File: src/rtl/barrel_pkg.sv
// Shared barrel shifter helpers: data width derivation and the per-stage
// rotate / zero-fill shift function used by both the left and right rotators.
package barrel_pkg;

    // Widest data path the stage function handles (ADDRESS_BITS up to 6).
    localparam int MAX_WIDTH    = 64;
    localparam int MAX_IDX_BITS = 6;

    // Data width is always a power of two set by the shift amount width.
    function automatic int barrel_width(input int address_bits);
        return 1 << address_bits;
    endfunction

    // Moves the low 'width' bits of d left by s positions. Vacated low bits
    // take the wrapped-around high bits, or zeros when zero_fill is set.
    // Bits at and above 'width' always come back as zero.
    function automatic logic [MAX_WIDTH-1:0] barrel_stage(
        input logic [MAX_WIDTH-1:0] d,
        input int                   width,
        input int                   s,
        input logic                 zero_fill
    );
        logic [MAX_WIDTH-1:0] r;
        r = '0;
        for (int i = 0; i < MAX_WIDTH; i++) begin
            if (i < width) begin
                if (i >= s) begin
                    r[MAX_IDX_BITS'(i)] = d[MAX_IDX_BITS'(i - s)];
                end else if (!zero_fill) begin
                    r[MAX_IDX_BITS'(i)] = d[MAX_IDX_BITS'(i - s + width)];
                end
            end
        end
        return r;
    endfunction

endpackage

File: src/rtl/barrel_l_stage.sv
// One stage of the pipelined left rotator: conditionally rotates the
// incoming word by 2**K (selected by amount bit K) and registers the word,
// its valid flag and its amount. Optional zero-fill flag follows the word
// when BARREL_SHIFT_L_LOGICAL_EN is defined.
module barrel_l_stage
    import barrel_pkg::*;
#(
    parameter int ADDRESS_BITS = 3,
    parameter int K            = 0
) (
    input  logic                               clk,
    input  logic                               reset,
    input  logic                               adv,
    input  logic                               prev_valid,
    input  logic [barrel_width(ADDRESS_BITS)-1:0] prev_data,
    input  logic [ADDRESS_BITS-1:0]            prev_amt,
`ifdef BARREL_SHIFT_L_LOGICAL_EN
    input  logic                               prev_logical,
    output logic                               logical_q,
`endif
    output logic                               valid_q,
    output logic [barrel_width(ADDRESS_BITS)-1:0] data_q,
    output logic [ADDRESS_BITS-1:0]            amt_q
);

    localparam int WIDTH = barrel_width(ADDRESS_BITS);

    logic [MAX_WIDTH-1:0] wide_in;
    logic [MAX_WIDTH-1:0] wide_out;
    logic [WIDTH-1:0]     moved;
    logic                 zero_fill;

`ifdef BARREL_SHIFT_L_LOGICAL_EN
    assign zero_fill = prev_logical;
`else
    assign zero_fill = 1'b0;
`endif

    assign wide_in  = MAX_WIDTH'(prev_data);
    assign wide_out = barrel_stage(wide_in, WIDTH, 1 << K, zero_fill);
    assign moved    = wide_out[WIDTH-1:0];

    // The stage function works on the widest path; the bits above WIDTH are always zero here.
    generate
        if (WIDTH < MAX_WIDTH) begin : g_pad
            logic unused_high;
            assign unused_high = ^wide_out[MAX_WIDTH-1:WIDTH];
        end
    endgenerate

    // Load from the predecessor whenever the pipeline advances, hold otherwise.
    always_ff @(posedge clk or posedge reset) begin
        if (reset) begin
            valid_q   <= 1'b0;
            data_q    <= '0;
            amt_q     <= '0;
`ifdef BARREL_SHIFT_L_LOGICAL_EN
            logical_q <= 1'b0;
`endif
        end else if (adv) begin
            valid_q   <= prev_valid;
            data_q    <= prev_amt[K] ? moved : prev_data;
            amt_q     <= prev_amt;
`ifdef BARREL_SHIFT_L_LOGICAL_EN
            logical_q <= prev_logical;
`endif
        end
    end

endmodule

File: src/rtl/barrel_shift_l_pipe.sv
// Pipelined left barrel rotator with valid/ready on both sides. One
// registered stage per amount bit; the whole pipeline advances together and
// freezes while the consumer back-pressures a valid result.
// Optional feature macro: BARREL_SHIFT_L_LOGICAL_EN adds a 'logical' input
// that turns the rotate into a zero-filling left shift for that word.
module barrel_shift_l_pipe
    import barrel_pkg::*;
#(
    parameter int ADDRESS_BITS = 3
) (
    input  logic                                  clk,
    input  logic                                  reset,
    input  logic                                  in_valid,
    output logic                                  in_ready,
    input  logic [ADDRESS_BITS-1:0]               amt,
    input  logic [barrel_width(ADDRESS_BITS)-1:0] num,
`ifdef BARREL_SHIFT_L_LOGICAL_EN
    input  logic                                  logical,
`endif
    output logic                                  out_valid,
    input  logic                                  out_ready,
    output logic [barrel_width(ADDRESS_BITS)-1:0] shifted,
    output logic [ADDRESS_BITS-1:0]               out_amt
);

    localparam int WIDTH = barrel_width(ADDRESS_BITS);

    // Index 0 is the input port, index k+1 is the output of stage k.
    logic                    valid_chain [0:ADDRESS_BITS];
    logic [WIDTH-1:0]        data_chain  [0:ADDRESS_BITS];
    logic [ADDRESS_BITS-1:0] amt_chain   [0:ADDRESS_BITS];
    logic                    adv;

    // Everything moves unless a finished result is waiting on the consumer.
    assign adv      = !out_valid || out_ready;
    assign in_ready = adv;

    assign valid_chain[0] = in_valid;
    assign data_chain[0]  = num;
    assign amt_chain[0]   = amt;

    assign out_valid = valid_chain[ADDRESS_BITS];
    assign shifted   = data_chain[ADDRESS_BITS];
    assign out_amt   = amt_chain[ADDRESS_BITS];

`ifdef BARREL_SHIFT_L_LOGICAL_EN
    // The flag is only consumed inside stages, so the last stage's copy goes nowhere.
    logic logical_chain [0:ADDRESS_BITS-1];
    logic unused_logical;
    assign logical_chain[0] = logical;
`endif

    generate
        for (genvar k = 0; k < ADDRESS_BITS; k++) begin : g_stage
`ifdef BARREL_SHIFT_L_LOGICAL_EN
            logic flag_out;
            if (k < ADDRESS_BITS - 1) begin : g_pass
                assign logical_chain[k+1] = flag_out;
            end else begin : g_last
                assign unused_logical = flag_out;
            end
`endif
            barrel_l_stage #(
                .ADDRESS_BITS (ADDRESS_BITS),
                .K            (k)
            ) u_stage (
                .clk          (clk),
                .reset        (reset),
                .adv          (adv),
                .prev_valid   (valid_chain[k]),
                .prev_data    (data_chain[k]),
                .prev_amt     (amt_chain[k]),
`ifdef BARREL_SHIFT_L_LOGICAL_EN
                .prev_logical (logical_chain[k]),
                .logical_q    (flag_out),
`endif
                .valid_q      (valid_chain[k+1]),
                .data_q       (data_chain[k+1]),
                .amt_q        (amt_chain[k+1])
            );
        end
    endgenerate

endmodule

File: config.mk
export PLATFORM = sky130hd
export DESIGN_NAME = barrel_shift_l_pipe
export DESIGN_NICKNAME = d
export VERILOG_FILES = /design/src/rtl/barrel_pkg.sv /design/src/rtl/barrel_l_stage.sv /design/src/rtl/barrel_shift_l_pipe.sv
export SDC_FILE = /design/constraint.sdc
export NUM_CORES = 1
export LEC_CHECK = 0
export ABC_AREA = 1
export BUFFER_PORTS_ARGS = -buffer_cell sky130_fd_sc_hd__clkbuf_2
export CAP_MARGIN = 20
export CELL_PAD_IN_SITES_DETAIL_PLACEMENT = 1
export CELL_PAD_IN_SITES_GLOBAL_PLACEMENT = 2
export CORE_MARGIN = 2
export CORE_UTILIZATION = 31
export DETAILED_ROUTE_END_ITERATION = 16
export GPL_TIMING_DRIVEN = 1
export PLACE_DENSITY_LB_ADDON = 0.1
export SLEW_MARGIN = 40
export SYNTH_ARGS = -nofsm -noshare
export SYNTH_HDL_FRONTEND = slang
export SYNTH_SLANG_ARGS = --single-unit
File: constraint.sdc
create_clock -name clk -period 1.29 [get_ports clk]
set_input_delay 0.129 -clock clk [delete_from_list [all_inputs] [get_ports clk]]
set_output_delay 0.129 -clock clk [all_outputs]
set_load 0.005 [all_outputs]
## Word-level counts from Yosys, hierarchy flattened

Index checks and enable logic that the tools add are counted.

- Input port bits: 15
- Logic and storage cells: 14
- Output and inout port bits: 13
- Bits in registers: 36

- Reduce and logical (&&, ||, !) cells: 2
- Muxes and demuxes: 3

Operators with widths:

| cell | number |
|---|---|
| 8-bit two-way mux | 3 |
| 1-bit zero test | 1 |
| 1-bit logical OR | 1 |

## Depth between registers and ports, before layout

Gate-level depths: netlist (run 1).

- Depth in word-level cells: 2
- Mapped depth: 5
- Depth with buffers taken out: 4

## Modules after synthesis

A second synthesis (run 1) with hierarchy kept.

- Cell total of the unflattened synthesis: 233
- Area total of the unflattened synthesis: 1737.9 sq um

By module, submodules not included:

| module | cells an instance | seq. area each (sq um) | instances | area an instance (sq um) |
|---|---|---|---|---|
| barrel_l_stage | 77 | 300.3 | 3 | 576.8 |
| barrel_shift_l_pipe | 2 | 0.0 | 1 | 7.5 |

## Worst setup path before layout (run 1)

OpenSTA, ideal clock, no wires.

- Path type: reg2reg
- Start point: register g_stage[2].u_stage.valid_q
- End point: register g_stage[2].u_stage.amt_q[2]
- Buffers on the path: 1
- Arrival time: 0.834 ns
- Slack: 0.328 ns
- Clock period less this slack: 0.962 ns
- Stages on the path, launching flop included: 5
- Library setup time: 0.128 ns
- Data required time: 1.162 ns
- Cells stage by stage: dfrtp_1 > inv_1 > nor2_4 > buf_2 > o21ai_0

- Cells in the longest elaborated chain, start to end: 2

RTL lines:

| element | line | RTL |
|---|---|---|
| start: declaration | barrel_l_stage.sv:21 | `output logic valid_q,` |
| start signal: assignment | barrel_l_stage.sv:61 | `valid_q <= prev_valid;` |
| 1-bit zero test | barrel_shift_l_pipe.sv:35 | `assign adv = !out_valid \|\| out_ready;` |
| 1-bit logical OR | barrel_shift_l_pipe.sv:35 |  |
| end signal: assignment | barrel_l_stage.sv:63 | `amt_q <= prev_amt;` |
| end: declaration | barrel_l_stage.sv:23 | `output logic [ADDRESS_BITS-1:0] amt_q` |

Every way passes these cells.
A chain may end at the register's enable or synchronous reset.

## Final worst setup path (run 1)

- Start point: register g_stage[2].u_stage.valid_q
- End point: output in_ready

- Cells in the longest elaborated chain, start to end: 2

RTL lines:

| element | line | RTL |
|---|---|---|
| 1-bit zero test | barrel_shift_l_pipe.sv:35 |  |
| 1-bit logical OR | barrel_shift_l_pipe.sv:35 |  |
| end: declaration | barrel_shift_l_pipe.sv:14 | `output logic in_ready,` |

Every way passes these cells.

==> results of run 1 <==
==> area by class of cell <==
class / instances / area share
multi-input cells: 148 / 0.2958
repair buffers: 35 / 0.1174
flip-flops and latches: 36 / 0.4401
clock buffers: 8 / 0.04401
inverters: 32 / 0.05868
well taps: 72 / 0.04401
==> repair_timing <==
action	CTS	global route
setup buffers	0	1
hold endpoints to repair	36	0
setup endpoints to repair	0	1
hold buffers	1	0
==> flip-flops by register name, summed over array words and instances, names as in the netlist <==
| signal | flops |
|---|---|
| g_stage.u_stage.data_q | 24 |
| g_stage.u_stage.valid_q | 3 |
| g_stage.u_stage.amt_q | 9 |
==> kinds of logic (layout without fill, tap and decap cells) <==
logic type	count (synthesis)	count (layout)	share of synthesized area
AND/OR/NAND/NOR	140	140	0.3197
AO/OA/AOI/OAI	8	8	0.02263
buffers and inverters	52	75	0.1485
flip-flops	36	36	0.5092
==> cell usage after synthesis <==
cell type  count
dfrtp_1       36
nand2_2        1
buf_4         17
nor2_4         1
inv_1         29
o21ai_0        8
buf_2          3
nand3_1       24
nand2_1      114
clkinv_1       3
==> final timing paths <==
kind                                       startpoint                      endpoint  slack (ps)  depth (start not counted)
setup / recovery           g_stage[2].u_stage.valid_q                      in_ready          90                          3
hold / removal                                 amt[2]   g_stage[0].u_stage.amt_q[2]          50                          3
setup reg to reg           g_stage[2].u_stage.valid_q   g_stage[0].u_stage.amt_q[1]         260                          5
hold reg to reg            g_stage[1].u_stage.valid_q    g_stage[2].u_stage.valid_q         460                          2
max in group asynchronous                       reset    g_stage[1].u_stage.valid_q         500                          4
min in group asynchronous                       reset  g_stage[2].u_stage.data_q[7]         480                          4
==> worst min-delay path: cells and delay by family <==
kind | cells | cell delay (ps)
buffers and inverters | 1 | 80
and+or+nand+nor | 2 | 90
==> per-stage QoR <==
step,utilization,setup WS [ps],instances
after global routing,0.3717,43.04,331
after detailed placement,0.3476,320.5,320
after CTS,0.3658,31.76,329
final,0.3717,94.38,331
after global placement,0.3476,331.7,320
after floorplan,-,327.7,236
==> metal layers <==
layer	vias to the layer above	GRT usage
met5	-	0
met4	0	0.05172
met3	6	0.03394
met2	21	0.2294
met1	649	0.1577
li1	744	-
==> power by group through the flow <==
stage               Combinational (mW)  Sequential [mW]  Clock, mW
floorplan                         1.20             1.77          0
global placement                  1.40             1.82          0
detailed placement                1.41             1.83          0
CTS                               1.42             1.81      0.866
global route                      1.72             1.86      0.902
finish                            1.44             1.80      0.828
==> impl_results.md, run 1 <==
- PwrDens: 1988 nW/µm²
- Antenna-violating nets left: 0
- Post-Route Skew: 2.296 ps
- Switching Power: 1.458 mW
- Sw Share: 0.3583
- IO Port Bufs: 27
- Total vias in the final route: 1420
- Max Cap Violations: 0
- Max layer used: met4
- Worst path cell trace: nand2_2 -> buf_12 -> clkbuf_2
- CTS tree: done
- Iter 0 DRT Violations: 31
- Htree depth: 2
- HPWL after DPL: 2507 µm
- Synth top area cells: dfrtp_1 51%, nand2_1 24%, buf_4 7.2%
- Comb power frac: 0.354
- CP Class: flip-flop to output port
- GPL Wtd Cong: 0.6721
- Fmax: 0.8364 GHz
- Sequential share of the synthesized area: 0.5092
- Largest fanout on the critical path: 19
- Nets: 273
- Layout fillers: 699
- Total Routing Usage GR: 0.1330
- Yosys warns: 0
- Total CTS buffers: 5
- Max rail drop VDD: 0.0006047 V
- Run status: finished clean
- Die X: 79.55 µm
- Critical path buffer and inverter count: 2
- Family with the most delay on the worst path: flip-flops
- CTS max path bufs: 2
- CTS sink count: 36
- Core area: 5507 µm²
- Gr ovfl total: 0
- Dpl cell area: 1914 µm²
- Via density: 4.290
- Syn nets: 251
- Hold WS: 48.85 ps
- Min Clock Period, post-route: 1196 ps
- Netlist Area Pre-Place: 1769 µm²
- Most frequent cells in the layout: 114 x nand2_1, 36 x dfrtp_1, 29 x inv_1, 27 x clkbuf_2, 24 x nand3_1
- Share of power burned in registers: 0.443
- Drt first pass iters: 4
- Antenna violations before repair: 0
- P_leak: 1.164 nW
- Netlist cell types: 10
- Total wire length: 3764 µm
- Startpoint types: flip-flop
- CP peak stage delay: 400 ps
- Area leader, netlist: dfrtp_1
- Routed wire per std cell: 11.37 µm
- Tot Pwr: 4.070 mW
- Number of synthesized register bits: 36
- Worst Path Required: 1160 ps
- First-pass GRT wire length: 6610 µm
- CTS resizes: 0
- Final setup vio count: 0
- Final Hold Viols: 0
- Layout cells sized above 1: 0.1622
- Clock power share: 0.204
- Root buf cell: clkbuf_8
- Largest net degree at the start of global routing: 38
- Worst path slowest cell: dfrtp_1
- Wl on met1: 1763 µm
- Worst setup EP type: output port
- Most common cell after layout, fill and taps aside: nand2_1
- Worst slew margin: 0.6985
- Multi-input combinational cell area: 605.6 µm²
- Cell count after synthesis: 236
- Worst slew pin tran: 452.3 ps
- Routed length on met2: 1807 µm
- Clock transition at path regs: 70 ps
- I/O pin cnt: 28
- FF+latch area: 900.9 µm²
- Std cell rows: 27
- Met3 routed WL: 129 µm
- Ant diodes: 0
- Setup TNS: 0 ps
- Vias in the first global route: 1483
- Unrepaired setup endpoints after global routing: false
- Die ar.: 6327 µm²
- DRC viols: 0
- HP Class: input pin to flip-flop
- Clock Latency Late Sink: 280 ps
- Max Slew Vio Count: 0
- Cell area after layout: 2047 µm²
- Synth top area share: 0.5092
- Layout area overhead: 15.70%
- Die Span Y: 79.55 µm
- Internal power: 2.612 mW
- Initial Util: 0.3213
- Tcrit/Tclk final: 0.9268
- Critical path arrival: 1070 ps
- Syn Area/Cell: 7.497 µm²
No activity file was read; power rests on OpenSTA's default activity.
==> inputs of run 2 (changes only) <==
CORE_ASPECT_RATIO = 0.5   (was default)
==> run 2 against run 1 <==
Clock skew rose by 0.79 ps. Core utilization rose by 1.1 points. Via count up 1.1%. Sequential share of layout area shrank 1.2 points. Total power rose by 10%. Clock power up 45%. Sequential cell count did not move. Hold slack improved by 8.9 ps. Wire length is 5.2% higher. Non-clock buffer count down 1. Critical path type unchanged. Critical endpoint unchanged.
==> impl_results.md, run 2 (synthesis gave the netlist of run 1 again) <==
- Run status: finished clean
- I/O pin cnt: 28
- Dpl cell area: 1916 µm²
- Critical path buffer and inverter count: 2
- Tcrit/Tclk final: 0.9346
- IO Port Bufs: 27
- Initial Util: 0.3222
- Layout cells sized above 1: 0.1589
- Routed wire per std cell: 11.96 µm
- Top reg by flops: g_stage.u_stage.data_q
- Max Cap Violations: 0
- CTS sink count: 36
- Family with the most delay on the worst path: flip-flops
- Total vias in the final route: 1435
- Unrepaired setup endpoints after global routing: false
- Max Slew Vio Count: 0
- CTS max path bufs: 2
- DRC viols: 0
- Vias in the first global route: 1496
- Worst slew margin: 0.6952
- Hold worst-path end: g_stage[0].u_stage.valid_q
- Fmax: 0.8295 GHz
- HP Start: in_valid
- PwrDens: 2138 nW/µm²
- Total wire length: 3958 µm
- Max reg flops: 24
- Layout area overhead: 18.81%
- Gr ovfl total: 0
- Min Clock Period, post-route: 1206 ps
- Die Span Y: 57.42 µm
- Post-Route Skew: 3.083 ps
- CP Class: flip-flop to output port
- Largest net degree at the start of global routing: 38
- Reg-to-reg endpoint: g_stage[2].u_stage.amt_q[0]
- Clock Latency Late Sink: 280 ps
- Final setup vio count: 0
- Worst path cell trace: nand2_4 -> buf_12 -> clkbuf_2
- Reg2Reg Setup Slack: 290 ps
- Tot Pwr: 4.494 mW
- Core area: 5492 µm²
- Setup TNS: 0 ps
- HP Class: input pin to flip-flop
- Ant diodes: 0
- Final Hold Viols: 0
- CP peak stage delay: 410 ps
- Antenna violations before repair: 0
- Clock transition at path regs: 50 ps
- Antenna-violating nets left: 0
- Biggest registers after layout: g_stage.u_stage.data_q x24, g_stage.u_stage.amt_q x9, g_stage.u_stage.valid_q x3
- Die X: 110.8 µm
- Cell area after layout: 2102 µm²
- Layout fillers: 693
- Worst path slowest cell: dfrtp_1
- Die ar.: 6364 µm²
- Most common cell after layout, fill and taps aside: nand2_1
- HPWL after DPL: 2620 µm
- Worst Reg2Reg Path Length in Cells: 5
- P_leak: 1.189 nW
- CTS tree: done
- Worst setup EP type: output port
- Via density: 4.335
- GPL Wtd Cong: 0.7006
- Htree depth: 2
- Total CTS buffers: 5
- Startpoint types: flip-flop
- Utilization after layout: 0.3828
- Max rail drop VDD: 0.0007105 V
- Hold Crit Depth: 3
- Total Routing Usage GR: 0.1350
- Worst r2r src: g_stage[2].u_stage.valid_q
- Iter 0 DRT Violations: 26
- Worst Path Required: 1160 ps
- Nets: 272
- Largest fanout on the critical path: 19
- Std cell rows: 19
- Critical path arrival: 1080 ps
- Root buf cell: clkbuf_16
- Drt first pass iters: 4
- Most frequent cells in the layout: 114 x nand2_1, 36 x dfrtp_1, 29 x inv_1, 27 x clkbuf_2, 24 x nand3_1
- Worst slew pin tran: 457.3 ps
- First-pass GRT wire length: 6817 µm
==> run 2: cell types whose count changed in the layout (fill, tap and decap cells not counted) <==
cell       before  now
buf_4           4    3
clkbuf_16       1    6
clkbuf_8        6    1
nand2_2         1    0
nand2_4         0    1
==> run 2: metal layers <==
metal	vias to the layer above	track usage	share of wire
li1	736	-	-
met1	668	0.1734	0.54
met2	26	0.2270	0.41
met3	5	0.03613	0.036
met4	0	0.04286	0.012
met5	-	0	0
==> run 2: metrics by stage <==
| step | setup WS (ps) | hold WS, ps | cells |
|---|---|---|---|
| CTS | 41.70 | 56.83 | 330 |
| floorplan | 327.7 | 245.6 | 236 |
| detailed placement | 316.2 | 250.6 | 321 |
| finish | 84.42 | 57.71 | 331 |
| global placement | 332.5 | 240.7 | 321 |
| global route | 28.22 | 90.35 | 331 |
==> run 2: repair_timing <==
item | CTS | global route
setup buffers | 0 | 0
hold buffers | 1 | 0
resized for setup | 0 | 1
setup endpoints to repair | 0 | 1
hold endpoints to repair | 36 | 0
==> run 2: cell type report <==
type	instances	area, µm²	share of cell area
clock buffers	8	146.4	0.06964
well taps	73	91.34	0.04345
inverters	32	120.1	0.05714
repair buffers	34	232.7	0.1107
flip-flops and latches	36	900.9	0.4286
multi-input cells	148	610.6	0.2905
==> run 2: worst max-delay path by stage <==
stage | start | end | slack, ps | cells past startpoint
2_1_floorplan | g_stage[2].u_stage.valid_q | g_stage[2].u_stage.amt_q[2] | 330 | 4
3_3_place_gp | g_stage[2].u_stage.valid_q | g_stage[1].u_stage.data_q[7] | 330 | 4
3_5_place_dp | g_stage[1].u_stage.amt_q[2] | g_stage[2].u_stage.data_q[1] | 320 | 4
4_1_cts | g_stage[2].u_stage.valid_q | in_ready | 40 | 3
5_1_grt | g_stage[2].u_stage.valid_q | in_ready | 30 | 3
6_report | g_stage[2].u_stage.valid_q | in_ready | 80 | 3
==> run 2: power breakdown <==
group,internal [mW],switching (mW)
clock network,0.770,0.435
registers,1.58,0.230
logic,0.592,0.886
==> run 2: tightest hold or removal path: stages <==
cell and delay, ps:
clkbuf_2 80, nand2_1 40, nand2_1 50
